**src/rtl/text_console_ctrl.sv**
```systemverilog
// Write-port sequencer for the COLS x ROWS character buffer: accepts ASCII keys,
// tracks the cursor, and runs multi-cycle scroll and clear passes over the buffer.
module text_console_ctrl #(
  parameter int COLS = 70,
  parameter int ROWS = 30,
  parameter int AW   = 12
) (
  input  logic          clk,
  input  logic          resetn,
  input  logic          key_valid,
  input  logic [7:0]    key_ascii,
  output logic          key_ready,
  input  logic          clr,
  output logic          mem_we,
  output logic [AW-1:0] mem_addr,
  output logic [7:0]    mem_wdata,
  input  logic [7:0]    mem_rdata,
  output logic [6:0]    cursor_col,
  output logic [4:0]    cursor_row,
  output logic          busy
);

  typedef enum logic [2:0] {
    IDLE,
    EXEC,
    SCR_RD,
    SCR_WR,
    SCR_CLR,
    CLEAR
  } state_t;

  localparam logic [AW-1:0] COLS_A        = AW'(COLS);
  localparam logic [AW-1:0] SCROLL_LAST   = AW'(COLS * (ROWS - 1) - 1);
  localparam logic [AW-1:0] LAST_ROW_BASE = AW'(COLS * (ROWS - 1));
  localparam logic [AW-1:0] SCREEN_LAST   = AW'(COLS * ROWS - 1);
  localparam logic [6:0]    COL_MAX       = 7'(COLS - 1);
  localparam logic [4:0]    ROW_MAX       = 5'(ROWS - 1);
  localparam logic [7:0]    SPACE         = 8'h20;

  state_t          state_q, state_d;
  logic [6:0]      col_q;
  logic [4:0]      row_q;
  logic [7:0]      code_q;
  logic [AW-1:0]   idx_q;

  logic            is_print, is_nl, is_bs;
  logic            at_last_col, at_last_row, at_home;
  logic            scroll_go;
  logic [AW-1:0]   cur_addr;

  assign is_print    = (code_q >= 8'h20) && (code_q <= 8'h7E);
  assign is_nl       = (code_q == 8'h0A) || (code_q == 8'h0D);
  assign is_bs       = (code_q == 8'h08);
  assign at_last_col = (col_q == COL_MAX);
  assign at_last_row = (row_q == ROW_MAX);
  assign at_home     = (col_q == 7'd0) && (row_q == 5'd0);
  assign scroll_go   = at_last_row && ((is_print && at_last_col) || is_nl);
  // Backspace target is always cur_addr-1: at col 0 that is the last cell of the previous row.
  assign cur_addr    = AW'(row_q) * COLS_A + AW'(col_q);

  assign cursor_col  = col_q;
  assign cursor_row  = row_q;
  assign busy        = (state_q != IDLE);

  // NOTE: sequential state uses non-blocking assignments so every register samples pre-edge values.
  always_ff @(posedge clk or negedge resetn) begin
    if (!resetn) state_q <= IDLE;
    else         state_q <= state_d;
  end

  // NOTE: every output of this block gets a default first, so no path leaves one unassigned (no latch).
  always_comb begin
    state_d   = state_q;
    key_ready = 1'b0;
    mem_we    = 1'b0;
    mem_addr  = '0;
    mem_wdata = '0;
    unique case (state_q)
      IDLE: begin
        key_ready = !clr;
        if (clr)            state_d = CLEAR;
        else if (key_valid) state_d = EXEC;
      end
      EXEC: begin
        state_d = scroll_go ? SCR_RD : IDLE;
        if (is_print) begin
          mem_we    = 1'b1;
          mem_addr  = cur_addr;
          mem_wdata = code_q;
        end else if (is_bs && !at_home) begin
          mem_we    = 1'b1;
          mem_addr  = cur_addr - AW'(1);
          mem_wdata = SPACE;
        end
      end
      SCR_RD: begin
        mem_addr = idx_q + COLS_A;
        state_d  = SCR_WR;
      end
      SCR_WR: begin
        mem_we    = 1'b1;
        mem_addr  = idx_q;
        mem_wdata = mem_rdata;
        state_d   = (idx_q == SCROLL_LAST) ? SCR_CLR : SCR_RD;
      end
      SCR_CLR, CLEAR: begin
        mem_we    = 1'b1;
        mem_addr  = idx_q;
        mem_wdata = SPACE;
        if (idx_q == SCREEN_LAST) state_d = IDLE;
      end
      default: state_d = IDLE;
    endcase
  end

  always_ff @(posedge clk or negedge resetn) begin
    if (!resetn) begin
      col_q  <= '0;
      row_q  <= '0;
      code_q <= '0;
      idx_q  <= '0;
    end else begin
      unique case (state_q)
        IDLE: begin
          if (clr) begin
            col_q <= '0;
            row_q <= '0;
            idx_q <= '0;
          end else if (key_valid) begin
            code_q <= key_ascii;
          end
        end
        EXEC: begin
          idx_q <= '0;
          if (is_print) begin
            if (!at_last_col) begin
              col_q <= col_q + 7'd1;
            end else begin
              col_q <= '0;
              if (!at_last_row) row_q <= row_q + 5'd1;
            end
          end else if (is_nl) begin
            col_q <= '0;
            if (!at_last_row) row_q <= row_q + 5'd1;
          end else if (is_bs) begin
            if (col_q != 7'd0) begin
              col_q <= col_q - 7'd1;
            end else if (row_q != 5'd0) begin
              row_q <= row_q - 5'd1;
              col_q <= COL_MAX;
            end
          end
        end
        SCR_WR:         idx_q <= (idx_q == SCROLL_LAST) ? LAST_ROW_BASE : idx_q + AW'(1);
        SCR_CLR, CLEAR: idx_q <= idx_q + AW'(1);
        default: ;
      endcase
    end
  end

endmodule
```
**config.mk**
```make
export PLATFORM = sky130hd
export DESIGN_NAME = text_console_ctrl
export DESIGN_NICKNAME = d
export VERILOG_FILES = /design/src/rtl/text_console_ctrl.sv
export SDC_FILE = /design/constraint.sdc
export NUM_CORES = 1
export LEC_CHECK = 0
export CELL_PAD_IN_SITES_DETAIL_PLACEMENT = 2
export CELL_PAD_IN_SITES_GLOBAL_PLACEMENT = 2
export CORE_MARGIN = 5
export CORE_UTILIZATION = 35
export DETAILED_ROUTE_END_ITERATION = 7
export GPL_ROUTABILITY_DRIVEN = 1
export GPL_TIMING_DRIVEN = 0
export PLACE_DENSITY = 0.92
export REMOVE_ABC_BUFFERS = 1
export SLEW_MARGIN = 20
export SYNTH_ARGS = -nofsm -noshare
export SYNTH_HDL_FRONTEND = slang
export SYNTH_SLANG_ARGS = --single-unit
```
**constraint.sdc**
```tcl
create_clock -name clk -period 11.48 [get_ports clk]
set_input_delay 2.296 -clock clk [delete_from_list [all_inputs] [get_ports clk]]
set_output_delay 2.296 -clock clk [all_outputs]
set_load 0.01 [all_outputs]
```
After elaboration in Yosys (flattened, before gate mapping)
Index checks and enable logic that the tools add are counted. Widths: inputs -> output; s select.

Logic and storage cells: 97. Bits in registers: 35. Input bits: 20. Output and inout port bits: 35.

Eq/ne operators: 20. Add/sub/neg operators: 8. Reductions and logical operators: 24. Magnitude comparators: 2. Mux-type cells: 36. Bitwise gates (word level): 1. Multipliers: 1.

Operators by type and width (count): $mux 7 (7); $mux 12 (4); $pmux 12 s4 (1); $mux 5 (8); $pmux 12 s3 (1); $eq 8x4->1 const B (3); $pmux 8 s3 (1); $pmux 3 s5 (1); $pmux 7 s2 (1); $add 12x1->12 const B (1); $add 12x7->12 (1); $add 12x7->12 const B (1); $eq 12x11->1 const B (1); $eq 12x12->1 const B (1); $mux 3 (4); $ne 4x4->1 const B (3); $sub 12x1->12 const B (1); $mul 5x6->11 const B (1); $pmux 5 s2 (1); $ge 8x6->1 const B (1); $le 8x7->1 const B (1); $mux 8 (1); $add 7x1->7 const B (1); $eq 7x7->1 const B (1); other kinds (32) (45).

Logic depth before layout (Yosys ltp)
Depth in word-level cells: 7. Gate-level depth with buffers: 15.

Worst setup path after synthesis
Ideal clock, no wire load.

Path type: register -> output. Start point: register row_q[3], in the netlist cursor_row[3]. End point: output mem_addr[11]. Cell stages (with the launch flop): 14. Path buffers: 0. Arrival time: 3.963 ns. Path slack: 5.221 ns. Cells stage by stage: dfrtp_1 > inv_1 > ha_1 > inv_1 > ha_1 > ha_1 > xor2_1 > ha_1 > a21o_1 > or3_1 > a2111oi_4 > nand4b_1 > or4_1 > a31o_1.

Longest elaborated chain between the ends: 7. Elaborated cells between the ends (all ways): 10.

RTL lines: start, declared (line 42) `logic [4:0] row_q;`; start signal, assigned (line 140) `if (!at_last_row) row_q <= row_q + 5'd1;`; start signal, assigned (line 144) `if (!at_last_row) row_q <= row_q + 5'd1;`; start signal, assigned (line 149) `row_q <= row_q - 5'd1;`; parallel branches: the longest is 5 deep, another holds $add 12x7->12; $mux 12 (*) (line 86) `if (is_print) begin`; $pmux 12 s3 (*) (line 78) `unique case (state_q)`; end, declared (line 15) `output logic [AW-1:0] mem_addr,`.

Every way passes the cells marked *.

Final worst setup path
Ends and elaborated chain as after synthesis.

==> results.yml <==
run_status:
  status: "complete, no violations"
sta:
  setup_viol: 0
  period_minus_slack_ns: 7.50
  report.final.slew_viol_count: 0
  clock.fmax_mhz: 133
  clock-skew-final_ns: 0.0113
  worst_pin_slew_ns: 1.00
  rsz0062_at_grt: "no"
  relSlewSlack_pct: 33.1
  tns_ns: 0
  timing_hold_violations_final: 0
  hold-worst-slack_ns: 0.601
  timing.final.crit_share_pct: 65.3
finish:
  fin_nets: 557
  fillers: 1214
  drive_above_1_share_pct: 4.96
  final_cells: 640
  fin_util_pct: 42.7
  final_cell_mix: "nand2_1, clkdlybuf4s50_1, o21ai_0"
  area_delta_synth_final_pct: 20.2
  diodes: 0
  final_common_cell: "nand2_1"
  seqCellArea_um2: 876
  multi_input_area_mm2: 0.00257
synthesis:
  yosys_register_bits: 35
  synth_top_area_share_pct: 24.2
  netlist_instances: 460
  avgSynthCellArea_um2: 7.87
  yosys.area.top_type: "dfrtp_1"
  ys_warn_count: 0
  synthTopCellsByArea: "dfrtp_1, ha_1, o21ai_0"
  yosysUniqueCellTypes: 64
  postSynth.asyncResetShare_pct: 100
  ys.flop_type: "dfrtp_1"
  synth.cell_area_mm2: 0.00362
  ys_seq_area_share_pct: 24.2
  synth-edff-count: 0
floorplan:
  rows: 37
  fp.dieW_um: 112
  pin_count: 55
  initial_core_util_pct: 35.5
  fp.dieH_um: 112
  die_area_mm2: 0.0125
  coreArea_mm2: 0.0102
setup_path:
  start_kind: "register"
  critPathCaptureType: "primary output"
  crit_top_cell: "ha_1"
  timing.critical_path.buf_inv: 3
  crit_slowest_cell: "or4_1"
  crit_fanout: 6
  rr_endpoint: "cursor_col[5]"
  critPathArrivalTime_ns: 5.21
  ff2ff_path_depth: 7
  cp_data_required_time_ns: 9.18
  r2r_slack_ns: 8.48
  critical_path_class: "register to primary output"
  r2r_start: "code_q[2]"
  critPathMaxStageDelay_ns: 0.57
  path_cells: "inv_1, ha_1, inv_1, ha_1, ha_1, a31oi_1, xor2_1, ha_1, or3_1, a2111oi_4, nand4b_1, or4_1, a31o_1, clkdlybuf4s50_1"
  crit_family: "adder cells"
global_routing:
  antenna_found_initial: 0
  grt_pass1_wl_um: 23000
  grt_start_max_net_pins: 30
  track_usage_pct: 22.6
  grt_pass1_vias: 4287
  grt-ovfl-total: 0
cts:
  clk_latency_ns: 0.31
  clock_sinks: 35
  ctsHtreeMaxLevel: 2
  cts.path.max_buffers: 2
  hold_buffers: 0
  cts_tree: "done"
  cts_resized: 0
  cts-root-buf: "clkbuf_8"
  clk_pin_slew_worst_paths_ns: 0.08
  cts_buffers: 5
  postCtsSetupBuffers: 0
placed_design:
  port_buffers: 54
  gp_congestion: 0.815
  placedCellCount: 632
  dp_hpwl_um: 10800
routing:
  routed_wl_um: 14000
  drc: 0
  final_antenna_net_count: 0
  wire_per_inst_um: 21.8
  viasPerCell: 5.95
  drt_iter0_markers: 136
  vias: 3810
  dr.pass1.iters: 5
pwr:
  p_leak_uw: 0.00176
  ir_worst_vdd_mv: 0.0441
  power_density_mw_per_mm2: 58.8
worst_hold_path:
  hold_end: "idx_q[10]"
  whs_path_depth: 2
  hold_start: "idx_q[10]"
  hp-class: "register to register"
job:
  maxCapViolations: 0
[logic make-up after synthesis]
kind of cell / synth area share (%)
and+or+nand+nor: 23.9
muxes: 2.77
AOI/OAI and AO/OA: 25.8
adders and majority gates: 12.2
DFF: 24.2
buffers and inverters: 4.91
xor gates and xnor gates: 6.29
[per-layer routing]
metal	vias up	GRT usage [%]	part of all wire, %
met2	89	40.9	52
met5	-	0	0
li1	1764	-	-
met4	0	6.33	1.9
met3	25	3.80	3.3
met1	1932	27.6	43
[Yosys cell counts, types with 7 or more instances]
cell	count
nand3_1	15
and3_1	7
dfrtp_1	35
nand2_1	54
nor2_1	35
clkbuf_1	16
a21oi_1	25
nor2b_1	7
mux2_2	8
xnor2_1	16
nand2b_1	8
o21ai_0	47
xor2_1	10
a22o_1	8
ha_1	32
nor3_1	19
inv_1	25
[area by class of cell]
cell class / instances / share of cell area, %
inverters: 25 / 2.16
well taps: 136 / 3.91
clock inverters: 1 / 0.115
clock buffers: 7 / 1.76
flip-flops and latches: 35 / 20.1
multi-input cells: 381 / 59.1
repair buffers: 55 / 12.8
[state kept, by name (all words and copies together), names as in the netlist]
name,flops
code_q,8
idx_q,12
cursor_row,5
state_q,3
cursor_col,7
[where the power goes]
part / internal [uW] / switching (uW) / total (uW)
Clock: 42.7 / 52.1 / 94.8
Sequential: 125 / 3.80 / 129
Combinational: 14.4 / 17.7 / 32.1
Total: 182 / 73.6 / 256
[worst register-to-register path: stages (launching register included)]
cell,delay [ns]
dfrtp_1,0.44
or3b_4,0.43
a2111oi_4,0.44
or2_1,0.50
nor2_2,0.07
a2111o_1,0.59
a31o_1,0.25
a22o_1,0.18
[per-stage QoR]
step,cell area (um2),worst slack (ns),total power [uW]
2_1_floorplan,3530,5.22,145
3_3_place_gp,4250,4.53,160
3_5_place_dp,4260,4.32,162
4_1_cts,4340,3.93,258
5_1_grt,4350,3.72,266
6_report,4350,3.98,256
[worst max-delay path by stage]
| stage | startpoint | end | slack, ns | depth (start not counted) |
|---|---|---|---|---|
| 3_5_place_dp | cursor_row[3] | mem_addr[11] | 4.32 | 14 |
| 3_3_place_gp | cursor_row[3] | mem_addr[11] | 4.53 | 14 |
| 2_1_floorplan | cursor_row[3] | mem_addr[11] | 5.22 | 13 |
| 6_report | cursor_row[3] | mem_addr[11] | 3.98 | 14 |
| 4_1_cts | cursor_row[3] | mem_addr[11] | 3.93 | 14 |
| 5_1_grt | cursor_row[3] | mem_addr[11] | 3.72 | 14 |
(Power assumes the default switching activity.)
